[config.mk]
export PLATFORM = sky130hd
export DESIGN_NAME = seq_booth_multiplier_flat
export DESIGN_NICKNAME = d
export VERILOG_FILES = /design/src/rtl/seq_booth_multiplier_if.sv /design/src/rtl/seq_booth_multiplier.sv /design/src/flat_wrapper.sv
export SDC_FILE = /design/constraint.sdc
export NUM_CORES = 1
export LEC_CHECK = 0
export BUFFER_PORTS_ARGS = -buffer_cell sky130_fd_sc_hd__buf_2
export CAP_MARGIN = 20
export CORE_UTILIZATION = 47
export DETAILED_ROUTE_END_ITERATION = 12
export GPL_TIMING_DRIVEN = 1
export PLACE_DENSITY = 0.67
export SYNTH_ARGS = -nofsm -noshare
export SYNTH_HDL_FRONTEND = slang
export SYNTH_SLANG_ARGS = --single-unit
[constraint.sdc]
create_clock -name clk -period 5.24 [get_ports clk]
set_input_delay 0.524 -clock clk [delete_from_list [all_inputs] [get_ports clk]]
set_output_delay 0.524 -clock clk [all_outputs]
set_load 0.005 [all_outputs]
[src/rtl/seq_booth_multiplier_if.sv]
// Operand/result handshake bundle for seq_booth_multiplier.
// master = operand producer / result consumer side, slave = multiplier side.
interface seq_booth_multiplier_if #(
    parameter int WIDTH = 32
);
    logic                   in_valid;
    logic                   in_ready;
    logic [WIDTH-1:0]       a;
    logic [WIDTH-1:0]       b;
    logic                   signed_mode;
    logic                   out_valid;
    logic                   out_ready;
    logic [2*WIDTH-1:0]     result;
    logic                   busy;

    modport master (
        output in_valid, a, b, signed_mode, out_ready,
        input  in_ready, out_valid, result, busy
    );

    modport slave (
        input  in_valid, a, b, signed_mode, out_ready,
        output in_ready, out_valid, result, busy
    );
endinterface

[src/rtl/seq_booth_multiplier.sv]
// Iterative radix-4 Booth multiplier, signed/unsigned selectable per operation.
// Latency: WIDTH/2+2 cycles from accept to out_valid; one operation in flight.
// Backpressure: result held in DONE until out_ready; a new accept may share that edge.
module seq_booth_multiplier #(
    parameter int WIDTH = 32
) (
    input  logic                    clk,
    input  logic                    rst,
    seq_booth_multiplier_if.slave   bus
);
    localparam int ITER = WIDTH / 2 + 1;
    localparam int EW   = WIDTH + 2;        // extended operand width
    localparam int AW   = EW + 2;           // accumulator headroom for +-2M
    localparam int CW   = $clog2(ITER + 1);

    generate
        if ((WIDTH % 2) != 0 || WIDTH < 4) begin : g_bad_width
            $error("seq_booth_multiplier: WIDTH must be even and >= 4");
        end
    endgenerate

    typedef enum logic [1:0] {
        IDLE = 2'd0,
        RUN  = 2'd1,
        DONE = 2'd2
    } state_t;

    state_t                 state;
    state_t                 state_nxt;
    logic                   ready;
    logic                   accept;

    logic [CW-1:0]          cnt;
    logic [EW-1:0]          mcand;
    logic signed [AW-1:0]   acc;
    logic [EW-1:0]          mplr;
    logic                   mplr_lsb;
    logic [2*WIDTH-1:0]     result_q;

    logic signed [AW-1:0]   pp;
    logic signed [AW-1:0]   sum;

    always_ff @(posedge clk) begin
        if (rst) begin
            state <= IDLE;
        end else begin
            state <= state_nxt;
        end
    end

    always_comb begin
        state_nxt = state;
        ready     = 1'b0;
        accept    = 1'b0;
        case (state)
            IDLE: begin
                ready = ~rst;
                if (bus.in_valid && !rst) begin
                    accept    = 1'b1;
                    state_nxt = RUN;
                end
            end
            RUN: begin
                if (cnt == '0) begin
                    state_nxt = DONE;
                end
            end
            DONE: begin
                ready = bus.out_ready & ~rst;
                if (bus.out_ready) begin
                    accept    = bus.in_valid & ~rst;
                    state_nxt = bus.in_valid ? RUN : IDLE;
                end
            end
            default: begin
                state_nxt = IDLE;
            end
        endcase
    end

    // Booth digit from {b[2i+1], b[2i], b[2i-1]} selects 0, +-M or +-2M.
    always_comb begin
        pp = '0;
        case ({mplr[1:0], mplr_lsb})
            3'b001, 3'b010: pp =  {{2{mcand[EW-1]}}, mcand};
            3'b011:         pp =  {mcand[EW-1], mcand, 1'b0};
            3'b100:         pp = -{mcand[EW-1], mcand, 1'b0};
            3'b101, 3'b110: pp = -{{2{mcand[EW-1]}}, mcand};
            default:        pp = '0;
        endcase
        sum = acc + pp;
    end

    always_ff @(posedge clk) begin
        if (rst) begin
            cnt      <= '0;
            mcand    <= '0;
            acc      <= '0;
            mplr     <= '0;
            mplr_lsb <= 1'b0;
            result_q <= '0;
        end else if (accept) begin
            mcand    <= {{2{bus.signed_mode & bus.a[WIDTH-1]}}, bus.a};
            mplr     <= {{2{bus.signed_mode & bus.b[WIDTH-1]}}, bus.b};
            mplr_lsb <= 1'b0;
            acc      <= '0;
            cnt      <= CW'(ITER);
        end else if (state == RUN) begin
            if (cnt != '0) begin
                // Product bits retire into the multiplier register as it empties.
                acc      <= sum >>> 2;
                mplr     <= {sum[1:0], mplr[EW-1:2]};
                mplr_lsb <= mplr[1];
                cnt      <= cnt - 1'b1;
            end else begin
                result_q <= {acc[WIDTH-3:0], mplr};
            end
        end
    end

    assign bus.in_ready  = ready;
    assign bus.out_valid = (state == DONE);
    assign bus.busy      = (state == RUN);
    assign bus.result    = result_q;
endmodule

[src/flat_wrapper.sv]
// flat-port wrapper written by rule: the top's interface ports become plain ports
module seq_booth_multiplier_flat 
#(
    parameter int WIDTH = 32
)
  (clk, rst, bus_in_valid, bus_a, bus_b, bus_signed_mode, bus_out_ready, bus_in_ready, bus_out_valid, bus_result, bus_busy);
  seq_booth_multiplier_if #(.WIDTH(WIDTH)) bus_i ();
  input  logic clk;
  input  logic rst;
  input wire logic [$bits(bus_i.in_valid)-1:0] bus_in_valid;
  input wire logic [$bits(bus_i.a)-1:0] bus_a;
  input wire logic [$bits(bus_i.b)-1:0] bus_b;
  input wire logic [$bits(bus_i.signed_mode)-1:0] bus_signed_mode;
  input wire logic [$bits(bus_i.out_ready)-1:0] bus_out_ready;
  output wire logic [$bits(bus_i.in_ready)-1:0] bus_in_ready;
  output wire logic [$bits(bus_i.out_valid)-1:0] bus_out_valid;
  output wire logic [$bits(bus_i.result)-1:0] bus_result;
  output wire logic [$bits(bus_i.busy)-1:0] bus_busy;
  assign bus_i.in_valid = bus_in_valid;
  assign bus_i.a = bus_a;
  assign bus_i.b = bus_b;
  assign bus_i.signed_mode = bus_signed_mode;
  assign bus_i.out_ready = bus_out_ready;
  assign bus_in_ready = bus_i.in_ready;
  assign bus_out_valid = bus_i.out_valid;
  assign bus_result = bus_i.result;
  assign bus_busy = bus_i.busy;
  seq_booth_multiplier #(.WIDTH(WIDTH)) u_core (.clk(clk), .rst(rst), .bus(bus_i));
endmodule
=== After elaboration in Yosys (flattened, before gate mapping) ===
Cells that the tools add are included.

* $add $sub $neg: 4
* $mul: 0
* Divide/modulo/power cells: 0
* $lt $le $gt $ge: 0
* Eq/ne operators: 11
* Shift-type cells: 0
* Muxes and demuxes: 16
* Bitwise logic cells: 7
* Reductions and logical operators: 14

{| class="wikitable"
|+ Operators by type and width
! cell !! count
|-
| one-hot mux 36 bit (4 select lines) || 1
|-
| 2-to-1 mux 34 bit || 3
|-
| negation 36 bit || 2
|-
| adder 34 x 36 -> 36 bit || 1
|-
| 2-to-1 mux 5 bit || 3
|-
| equality test 3 bit (second input constant) || 3
|-
| equality test 3 x 2 -> 1 bit (second input constant) || 2
|-
| 2-to-1 mux 2 bit || 3
|-
| one-hot mux 2 bit (3 select lines) || 1
|-
| AND reduction 3 bit || 2
|-
| OR reduction 2 bit || 3
|-
| zero test 5 bit || 1
|-
| nonzero test 5 bit || 1
|-
| subtractor 5 x 1 -> 5 bit (second input constant) || 1
|-
| bitwise AND 1 bit || 4
|-
| inequality test 2 x 1 -> 1 bit (second input constant) || 2
|-
| one-hot mux 1 bit (2 select lines) || 2
|-
| AND reduction 2 bit || 2
|-
| nonzero test 2 bit || 2
|-
| equality test 3 x 1 -> 1 bit (second input constant) || 1
|-
| 2-to-1 mux 1 bit || 3
|-
| inverter 1 bit || 3
|-
| equality test 2 x 1 -> 1 bit (second input constant) || 1
|-
| equality test 2 bit (second input constant) || 1
|-
| 4 further kinds || 4
|}

* Register bits: 173
* Latch bits: 0
* Memory bits (writable): 0
* Bits in read-only memories: 0
* Output and inout port bits: 67
* Memories: 0

=== Logic depth before layout (Yosys ltp) ===
* Word-level depth: 7
* Gate-level depth with buffers: 20

=== Least setup slack after synthesis ===
OpenSTA, ideal clock, no wires.

* Kind: flip-flop to flip-flop
* Start point: reg u_core.mcand[0]
* End point: reg u_core.acc[32]
* Setup time: 0.132 ns
* Arrival: 4.567 ns
* Path slack: 0.540 ns
* Stages on the path, launching flop included: 21
* Buffers on the path: 1
* Clock period less this slack: 4.700 ns
* Cells stage by stage: dfxtp_1 -> inv_1 -> ha_1 -> or3b_4 -> or4b_4 -> or2_1 -> nor3_2 -> nand2b_1 -> xnor2_1 -> a221oi_1 -> a31oi_1 -> ha_1 -> clkbuf_1 -> and4_1 -> and2_1 -> nand2_1 -> a211o_1 -> a21oi_1 -> o21bai_1 -> nand3_1 -> or3b_2

* Word-level cells in the longest chain between the ends: 3
* Elaborated cells between the ends (all ways): 4

{| class="wikitable"
|+ RTL lines
! element !! line !! source
|-
| start, declared || seq_booth_multiplier.sv:34 || <nowiki>logic [EW-1:0] mcand;</nowiki>
|-
| start signal, assigned || seq_booth_multiplier.sv:103 || <nowiki>mcand <= {{2{bus.signed_mode & bus.a[WIDTH-1]}}, bus.a};</nowiki>
|-
| negation 36 bit, on equally long branches || seq_booth_multiplier.sv:88, seq_booth_multiplier.sv:87 ||
|-
| one-hot mux 36 bit (4 select lines) * || seq_booth_multiplier.sv:84 || <nowiki>case ({mplr[1:0], mplr_lsb})</nowiki>
|-
| adder 34 x 36 -> 36 bit * || seq_booth_multiplier.sv:91 || <nowiki>sum = acc + pp;</nowiki>
|-
| end signal, assigned || seq_booth_multiplier.sv:111 || <nowiki>acc <= sum >>> 2;</nowiki>
|-
| end, declared || seq_booth_multiplier.sv:35 || <nowiki>logic signed [AW-1:0] acc;</nowiki>
|}

Every way passes the cells marked *; elsewhere a longest branch is shown, timed or not.
A chain may end at the register's enable or synchronous reset.

=== Worst setup path in the final report ===
* Start point: reg u_core.mcand[1]
* End point: reg u_core.acc[32]

Same word-level chain as after synthesis.

==> flow_summary_export.csv <==
group,metric,value,unit
run_status,outcome,"finished, final reports clean",
clock_tree,cts_hold_buf,0,
worst_setup_path,arrival,5.30,ns
floorplanning,die_height,148,um
global_route,grt_use_total,26.1,%
route,wl,28600,um
place,hpwl,19900,um
synth,synth_async_sr_flop_share,0,%
clock_tree,path_clk_slew,0.07,ns
global_route,grt_max_degree,81,
place,portBuffers,135,
sta,fin_crit,4.99,ns
hold_path,whs_path_depth,3,
worst_setup_path,crit_type,"reg -> reg",
global_route,grt_pass1_vias,8864,
hold_path,hold_path_class,"in -> reg",
route,via_count,9969,
sta,finalSetupTns,0,ns
sta,slew_viol_final,0,
layout,drive_above_1_share,16.5,%
power,vdd_drop_max,0.198,mV
synth,ys_seq_elements,173,
clock_tree,cts_buffers,17,
layout,multi_input_area,6140,um^2
layout,register_area,3460,um^2
route,drc,0,
route,drtIter0Drc,860,
synth,synth_ff_type,"dfxtp_1",
floorplanning,pin_count,136,
worst_setup_path,crit_start,"u_core.mcand[1]$_SDFFE_PP0P_",
sta,rsz0062_at_grt,"false",
synth,yosys.area.top_type_share,34.4,%
route,wl_per_cell,16.8,um
worst_setup_path,end_kind,"register",
layout,diodes,0,
synth,synthTopCellsByArea,"dfxtp_1 (34%), nand2_1 (11%), a21oi_1 (8.7%), ha_1 (4.7%), xnor2_1 (4.2%)",
route,antenna_left,0,
route,avgViaCountPerCell,5.86,
sta,worst_pin_slew,0.827,ns
place,place_congestion,0.938,
sta,hold_viol,0,
clock_tree,cts_buffer_depth,2,
sta,setup_ws,0.254,ns
layout,nets,1522,
worst_setup_path,reg2regPathDepth,17,
synth,syn_avg_cell_area,7.51,um^2
layout,fin_cells,1701,
clock_tree,cts.sinks,173,
layout,fillers,2029,
place,post-place-cells,1669,
sta,fmax,201,MHz
worst_setup_path,cp_max_fo,9,
global_route,met2_usage,40.4,%
job,maxCapViolCount,0,
hold_path,min_to,"u_core.mcand[31]$_SDFFE_PP0P_",
global_route,grtUsageMet3,4.02,%
worst_setup_path,rrSetupSlack,0.25,ns
global_route,grt_first_pass_wirelength,45900,um
layout,area_growth,14.7,%
worst_setup_path,worst_r2r_endpoint,"u_core.acc[32]$_SDFFE_PP0P_",
clock_tree,cts_tree,"built",
worst_setup_path,r2r-start,"u_core.mcand[1]$_SDFFE_PP0P_",
floorplanning,core-area,21000,um^2
synth,yosysUniqueCellTypes,76,
synth,syn_area,10100,um^2
floorplanning,start_util,47.9,%
sta,finalCritPeriodShare,95.2,%
global_route,grt_overflow,0,
hold_path,min_from,"bus_a[31]",
sta,setup_viol,0,
place,place_ws,0.237,ns
global_route,use_met1,37.4,%
synth,synth_edf_count,0,
route,drt_first_pass_iters,9,
global_route,antenna_found_initial,0,
synth,synth_fp_nets,1447,
clock_tree,root_buffer,"clkbuf_16",
power,power.leakage,0.00458,uW
global_route,grt.busiest_layer,"met2",
synth,yosysTopAreaCell,"dfxtp_1",
worst_setup_path,required,5.55,ns
synth,synth-seq-area-share,34.4,%
worst_setup_path,cp-start-kind,"register",
sta,max-slew-margin-rel,44.9,%
clock_tree,cts_max_level,4,
sta,skew,0.0125,ns
clock_tree,insertion_delay,0.44,ns
synth,yosys_warnings,0,
layout,final_cell_mix,"nand2_1 (307), a21oi_1 (173), dfxtp_1 (172)",
floorplanning,die_x,148,um
floorplanning,die_area,22000,um^2
synth,postSynthCellCount,1339,
layout,mostFrequentLayoutCell,"nand2_1",
floorplanning,row_count,53,
power,pwr_density_cell,306,nW/um^2
[how the worst max path moves through the flow]
stage,endpoint,slack [ns],cells after the start
after CTS,u_core.acc[32]$_SDFFE_PP0P_,0.22,18
after global placement,u_core.acc[32]$_SDFFE_PP0P_,0.39,18
final,u_core.acc[32]$_SDFFE_PP0P_,0.25,17
after global routing,u_core.acc[30]$_SDFFE_PP0P_,0.01,18
after detailed placement,u_core.acc[32]$_SDFFE_PP0P_,0.24,18
after floorplan,u_core.acc[32]$_SDFFE_PP0P_,0.54,20
[repair_timing]
action                                  4_1_cts  5_1_grt
endpoints found under the setup margin        0        8
buffers inserted                              0        1
resized for setup                             0        9
[area by class of cell]
| class | instances | share of cell area, % |
|---|---|---|
| clock inverter | 14 | 1.30 |
| clock buffer | 17 | 3.69 |
| multi-input combinational | 1032 | 53.2 |
| inverter | 25 | 0.813 |
| tap | 275 | 2.98 |
| timing repair buffer | 165 | 8.00 |
| sequential | 173 | 30.0 |
[where the power goes]
group / leakage [uW] / switching (uW) / internal [uW]
combinational: 0.00290 / 529 / 300
clock: 0.000277 / 626 / 635
sequential: 0.00140 / 68.2 / 1370
total: 0.00458 / 1220 / 2310
[through the flow]
step	total power, uW	util [%]	instance area [um^2]	hold WS (ns)
after CTS	3540	54.7	11500	0.306
final	3530	54.9	11500	0.317
after floorplan	2050	-	10100	0.444
after global routing	3700	54.9	11500	0.313
after global placement	2260	51.8	10900	0.441
after detailed placement	2280	51.9	10900	0.443
[cell families (layout without fill, tap and decap cells)]
kind of cell / count (synthesis) / after routing / synth area share [%]
simple gates: 545 / 545 / 24.7
buf+inv: 134 / 221 / 5.16
mux: 12 / 12 / 1.24
flops: 173 / 173 / 34.4
fa+ha+maj: 39 / 39 / 4.92
compound gates: 367 / 367 / 23.6
xor+xnor: 69 / 69 / 6.01
[synth_stat cells, types with 7 or more instances]
cell / number
nand2_1: 308
a21oi_1: 175
dfxtp_1: 173
clkbuf_1: 93
nor2_1: 69
xnor2_1: 48
nand3_1: 44
ha_1: 38
o21ai_0: 30
a221oi_1: 27
a222oi_1: 27
inv_1: 23
nor3_1: 22
xor2_1: 21
or3_1: 16
a21o_1: 15
a31oi_1: 13
nand4_1: 12
a211oi_1: 11
mux2i_1: 11
nand2b_1: 9
o211ai_1: 9
buf_1: 8
o21bai_1: 8
and3_1: 7
buf_2: 7
nand3b_1: 7
nor4_1: 7
[critical path, cell delays in order (launching register included)]
cell      delay [ns]
dfxtp_1         0.35
or3_1           0.46
or4b_4          0.59
or3_4           0.36
or2_0           0.22
a21boi_2        0.17
mux2_4          0.18
nand2_1         0.06
a31oi_1         0.30
ha_1            0.39
a21oi_1         0.23
o21a_1          0.21
nand2_1         0.09
a221oi_2        0.33
a21oi_2         0.13
o21bai_1        0.23
a21oi_1         0.12
or3b_2          0.45
[registers in the layout (all words and copies together) (netlist names)]
signal	cells
u_core.bus.result	64
u_core.acc	34
u_core.mplr	34
u_core.mcand	33
u_core.cnt	5
u_core.state	2
u_core.mplr_lsb	1
[per-layer routing]
layer  up-vias  wire, um
met5         -         0
met4         0       359
met3        32      1670
met2       341     12900
met1      4682     13700
li1       4914         -
(Power assumes the default switching activity.)
